==> config.mk <==
export PLATFORM = sky130hd
export DESIGN_NAME = ddiff_pwm_shaper
export DESIGN_NICKNAME = d
export VERILOG_FILES = /design/src/rtl/ddiff_pwm_shaper.sv
export SDC_FILE = /design/constraint.sdc
export NUM_CORES = 1
export LEC_CHECK = 0
export ABC_CLOCK_PERIOD_IN_PS = 3400
export BUFFER_PORTS_ARGS = -buffer_cell sky130_fd_sc_hd__buf_2
export CORE_ASPECT_RATIO = 0.75
export CORE_MARGIN = 5
export CORE_UTILIZATION = 53
export CTS_BUF_LIST = sky130_fd_sc_hd__clkbuf_4 sky130_fd_sc_hd__clkbuf_8
export CTS_CLUSTER_SIZE = 20
export DETAILED_ROUTE_END_ITERATION = 8
export GPL_ROUTABILITY_DRIVEN = 0
export GPL_TIMING_DRIVEN = 0
export PLACE_DENSITY = 0.77
export SYNTH_ARGS = -nofsm -noshare
export SYNTH_HDL_FRONTEND = slang
export SYNTH_SLANG_ARGS = --single-unit
export TNS_END_PERCENT = 100
==> constraint.sdc <==
create_clock -name clk -period 3.4 [get_ports clk]
set_input_delay 0.68 -clock clk [delete_from_list [all_inputs] [get_ports clk]]
set_output_delay 0.68 -clock clk [all_outputs]
set_load 0.02 [all_outputs]
==> src/rtl/ddiff_pwm_shaper.sv <==
// ddiff_pwm_shaper: shift-weighted delayed-difference correction on A, 16-bit saturation,
// and a period-latched PWM driven from the top PWM_BITS bits of the shaped sample.
module ddiff_pwm_shaper #(
  parameter int unsigned W1       = 0,
  parameter int unsigned W2       = 2,
  parameter int unsigned W3       = 4,
  parameter int unsigned PWM_BITS = 8
) (
  input  logic                clk,
  input  logic                rst,
  input  logic [15:0]         A,
  input  logic [15:0]         dd1,
  input  logic                dd1s,
  input  logic [15:0]         dd2,
  input  logic                dd2s,
  input  logic [15:0]         dd3,
  input  logic                dd3s,
  output logic [15:0]         sample,
  output logic                sat_hi,
  output logic                sat_lo,
  output logic [PWM_BITS-1:0] duty,
  output logic                period_start,
  output logic                pwm_out
);
  logic [15:0]         a1_q;
  logic [16:0]         m1, m2, m3, t1_d, t2_d, t3_d, t1_q, t2_q, t3_q;
  logic [18:0]         s_d, s_q;
  logic [15:0]         sample_d, sample_q;
  logic                sat_hi_d, sat_lo_d, sat_hi_q, sat_lo_q;
  logic [PWM_BITS-1:0] cnt_q, duty_d, duty_q;
  logic                wrap, period_start_q;
  // shift the magnitude before negating so truncation is toward zero and -0 stays 0
  always_comb begin
    m1       = {1'b0, dd1 >> W1};
    m2       = {1'b0, dd2 >> W2};
    m3       = {1'b0, dd3 >> W3};
    t1_d     = dd1s ? -m1 : m1;
    t2_d     = dd2s ? -m2 : m2;
    t3_d     = dd3s ? -m3 : m3;
    s_d      = {3'b0, a1_q} + {{2{t1_q[16]}}, t1_q} + {{2{t2_q[16]}}, t2_q} + {{2{t3_q[16]}}, t3_q};
    sat_lo_d = s_q[18];
    sat_hi_d = ~s_q[18] & |s_q[17:16];
    sample_d = sat_lo_d ? 16'h0000 : sat_hi_d ? 16'hFFFF : s_q[15:0];
    wrap     = &cnt_q;
    duty_d   = wrap ? sample_q[15 -: PWM_BITS] : duty_q;
  end
  always_ff @(posedge clk) begin
    if (rst) begin
      a1_q           <= '0;
      t1_q           <= '0;
      t2_q           <= '0;
      t3_q           <= '0;
      s_q            <= '0;
      sample_q       <= '0;
      sat_hi_q       <= 1'b0;
      sat_lo_q       <= 1'b0;
      cnt_q          <= '0;
      duty_q         <= '0;
      period_start_q <= 1'b0;
    end else begin
      a1_q           <= A;
      t1_q           <= t1_d;
      t2_q           <= t2_d;
      t3_q           <= t3_d;
      s_q            <= s_d;
      sample_q       <= sample_d;
      sat_hi_q       <= sat_hi_d;
      sat_lo_q       <= sat_lo_d;
      cnt_q          <= cnt_q + 1'b1;
      duty_q         <= duty_d;
      period_start_q <= wrap;
    end
  end
  assign sample       = sample_q;
  assign sat_hi       = sat_hi_q;
  assign sat_lo       = sat_lo_q;
  assign duty         = duty_q;
  assign period_start = period_start_q;
  assign pwm_out      = cnt_q < duty_q;
endmodule

Word-level counts from Yosys, hierarchy flattened:

Index checks and enable logic that the tools add are counted.

* bitwise operators: 5
* $add $sub $neg: 7
* muxes and demuxes: 4
* reduce and logical (&&, ||, !) cells: 6
* magnitude comparators: 1

Operators with widths (count)
* two-way mux 16 bit: 2
* adder 18 x 17 -> 19 bit: 1
* adder 19 bit: 1
* adder 17 x 17 -> 18 bit: 1
* negation 12 -> 17 bit: 1
* negation 14 -> 17 bit: 1
* negation 16 -> 17 bit: 1
* two-way mux 14 bit: 1
* two-way mux 12 bit: 1
* OR reduction 2 bit: 5
* adder 8 x 1 -> 8 bit, second input constant: 1
* < comparator 8 bit: 1
* AND reduction 8 bit: 1
* inverter 1 bit: 4
* bitwise AND 1 bit: 1

* logic and storage cells: 37
* input port bits: 69
* register bits: 121

Logic depth before layout (Yosys ltp):

* depth in word-level cells: 3
* gate-level depth with buffers: 13

Least setup slack after synthesis:

No wires, ideal clock.

* path type: register -> register
* start: reg a1_q[1]
* end: reg s_q[17]
* setup slack: 0.213 ns
* path buffers: 0
* cell stages (with the launch flop): 14
* required time: 3.279 ns
* arrival time: 3.066 ns
* cells stage by stage: dfxtp_1 inv_1 fa_1 inv_1 fa_1 ha_1 inv_1 fa_1 nor2b_1 o31a_1 o22a_1 a41oi_1 o21ai_0 mux2_2

* longest elaborated chain between the ends: 3

Ends and longest elaborated chain
* start, declared: line 25 `logic [15:0] a1_q;`
* start signal, assigned: line 49 `a1_q <= '0;`
* start signal, assigned: line 61 `a1_q <= A;`
* adder 17 x 17 -> 18 bit: line 40 `s_d = {3'b0, a1_q} + {{2{t1_q[16]}}, t1_q} + {{2{t2_q[16]}}, t2_q} + {{2{t3_q[16]}}, t3_q};`
* adder 18 x 17 -> 19 bit: line 40
* adder 19 bit: line 40
* end signal, assigned: line 53 `s_q <= '0;`
* end signal, assigned: line 65 `s_q <= s_d;`
* end, declared: line 27 `logic [18:0] s_d, s_q;`

No other way between the ends.
A chain may end at the register's enable or synchronous reset.

Final worst setup path:

* start: reg a1_q[2]
* end: reg s_q[16]

The elaborated chain is that of the path after synthesis.

==> flow_metrics.tcl <==
set metrics [dict create \
    fp-row-count 34 \
    placed_cells 917 \
    tightest_slew_ns 0.707 \
    synthArstFlopShare_pct 0 \
    slowest_stage "fa_2" \
    worstPathRequired_ns 3.73 \
    final_core_util_pct 63.1 \
    start_kind "flop" \
    numPortBuffers 90 \
    antenna_found_initial 0 \
    synth_area_per_cell_sq_um 9.30 \
    cts_root_buffer "clkbuf_8" \
    fmax_mhz 299 \
    hp-class "reg -> reg" \
    start_util_pct 53.7 \
    ctsHoldBuffers 0 \
    vias_per_cell 5.09 \
    drt_pre_antenna_iters 5 \
    synthFlopType "dfxtp_1" \
    routed_wl_um 14100 \
    grt_use_total_pct 21.2 \
    max_stage_delay_ns 0.57 \
    die_y_um 104 \
    drc 0 \
    post_synth_num_cell_types 51 \
    arrival_ns 3.67 \
    path_cells "inv_1 > fa_1 > fa_2 > inv_1 > ha_4 > a211oi_2 > o21ai_2 > o211ai_1 > o211ai_1 > a221oi_2 > mux2_4" \
    setup_viol 0 \
    n_fill_cell 938 \
    final_common_cell "dfxtp_1" \
    crit_family "adder cells" \
    synth_cells 665 \
    vias 4850 \
    finalCriticalPeriod_ns 3.34 \
    drtIter0Drc 329 \
    finalHoldViolCount 0 \
    rr_startpoint "a1_q[2]" \
    vdd_drop_max_v 0.000313 \
    clock_latency_ns 0.45 \
    clk_path_buf_depth 2 \
    stdcell_count 953 \
    ys_seq_elements 121 \
    grt_pass1_wl_um 23500 \
    synth_warnings 0 \
    status "finished, final reports clean" \
    cp-end-kind "flop" \
    synth_edf_count 0 \
    num_io_pins 97 \
    p_leak_nw 3.32 \
    tritoncts "done" \
    antenna_left 0 \
    cts_htree_levels 4 \
    period_share_pct 98.3 \
    wl_per_cell_um 14.8 \
    synth_seq_area_share_pct 39.2 \
    maxSlewViolCount 0 \
    r2r_slack_ns 0.06 \
    maxCapViolCount 0 \
    cts_sinks 121 \
    crit_cells 11 \
    ff2ff_path_depth 11 \
    insertedDiodeCount 0 \
    final_cell_mix "dfxtp_1, inv_1, buf_2" \
    critical_path_buf_inv_count 2 \
    maxSlewHeadroom_pct 52.4 \
    min_from "s_q[3]" \
    cp_max_fo 4 \
    dieArea_sq_um 14000 \
    fin_worst_skew_ns 0.0122 \
    syn_area_sq_um 6190 \
    rsz0062_at_grt "yes" \
    overflow 0 \
    coreArea_sq_um 11500 \
    drive_above_1_share_pct 19.8 \
    numCtsBuffers 17 \
    chipWidth_um 135 \
    finalNetCount 912 \
    grt_pass1_vias 4865 \
    hold_depth 1 \
    dp_hpwl_um 11100 \
    synth_nets 798 \
    crit_path_start "a1_q[2]" \
    syn2layout_area_growth_pct 17.6 \
    crit_type "reg -> reg" \
    clk_pin_slew_ns 0.08 \
    power_density_nw_per_um2 558 \
    grt_max_degree 17 \
]
[report_power, final]
group | leakage (nW) | internal [mW] | total [mW] | switching, mW
clock network | 0.172 | 0.501 | 1.11 | 0.608
logic | 2.15 | 0.538 | 1.27 | 0.731
registers | 1.00 | 1.62 | 1.68 | 0.0638
total | 3.32 | 2.65 | 4.06 | 1.40
[flip-flops by register name, summed over array words and instances, names as in the netlist]
signal        cells
s_q              19
t1_q             17
t2_q             17
t3_q             17
a1_q             16
sample           16
cnt_q             8
duty              8
period_start      1
sat_hi            1
sat_lo            1
[worst paths after layout]
path	to
worst min-delay path	sample[3]
worst max register to register	s_q[16]
worst max-delay path	s_q[16]
worst min register to register	sample[3]
[cell usage after synthesis (3+ instances only)]
| master | n | area (sq um) |
|---|---|---|
| dfxtp_1 | 121 | 2420 |
| inv_1 | 106 | 398 |
| nor2_1 | 88 | 330 |
| xor2_1 | 38 | 333 |
| fa_1 | 33 | 661 |
| nor2b_1 | 32 | 200 |
| ha_1 | 31 | 388 |
| nand2_1 | 28 | 105 |
| o21ai_0 | 21 | 105 |
| o21a_1 | 18 | 135 |
| a21oi_1 | 15 | 75.1 |
| clkbuf_1 | 11 | 41.3 |
| mux2i_1 | 11 | 110 |
| a31oi_1 | 10 | 62.6 |
| xnor2_1 | 9 | 78.8 |
| buf_1 | 8 | 30.0 |
| nand3_1 | 7 | 35.0 |
| nor3_1 | 7 | 35.0 |
| a21o_1 | 6 | 45.0 |
| mux2_2 | 5 | 56.3 |
| o211ai_1 | 5 | 37.5 |
| o31ai_1 | 5 | 37.5 |
| nand2b_1 | 4 | 25.0 |
| o41ai_1 | 4 | 35.0 |
| o41ai_2 | 4 | 65.1 |
| or3_1 | 4 | 25.0 |
| o31ai_2 | 3 | 37.5 |
[kinds of logic (layout without fill, tap and decap cells)]
family	count (synthesis)	count (layout)	share of synthesized area (%)
AND/OR/NAND/NOR	190	190	15.1
buffers and inverters	125	251	7.58
flip-flops	121	121	39.2
AO/OA/AOI/OAI	102	102	11.9
adder cells (fa/ha/maj)	64	64	16.9
XOR/XNOR	47	47	6.65
multiplexers	16	16	2.69
[through the flow]
| stage | hold WS [ns] | setup WS (ns) | cell area (sq um) | power, mW | TNS, ns |
|---|---|---|---|---|---|
| 6_report | 0.441 | 0.0589 | 7270 | 4.06 | 0 |
| 2_1_floorplan | 0.418 | 0.213 | 6190 | 2.56 | 0 |
| 5_1_grt | 0.421 | -0.0241 | 7270 | 4.31 | -0.0257 |
| 3_3_place_gp | 0.428 | -0.0523 | 6840 | 2.85 | -0.0523 |
| 3_5_place_dp | 0.423 | -0.122 | 6840 | 2.90 | -0.127 |
| 4_1_cts | 0.422 | 0.0170 | 7200 | 4.01 | 0 |
[cell type report]
class | instances | area [sq um] | area share, %
flip-flops and latches | 121 | 2420 | 33.3
clock buffers | 17 | 234 | 3.22
plain buffers | 19 | 71.3 | 0.980
repair buffers | 95 | 488 | 6.71
inverters | 106 | 398 | 5.47
clock inverters | 14 | 101 | 1.39
well taps | 162 | 203 | 2.79
multi-input cells | 419 | 3360 | 46.1
[metal layers]
metal	vias to the layer above	track usage (%)	share of wire (%)	wire (um)
li1	2364	-	-	-
met1	2309	29.0	46	6440
met2	161	32.9	46	6500
met3	16	6.15	7.3	1040
met4	0	5.89	1.0	143
met5	-	0	0	0
[what timing repair did]
action | in CTS | in global routing
setup endpoints to repair | 2 | 7
setup buffers | 2 | 3
pin swaps | 3 | 11
gates resized for setup | 3 | 8
Power figures use the tool's default switching activity.
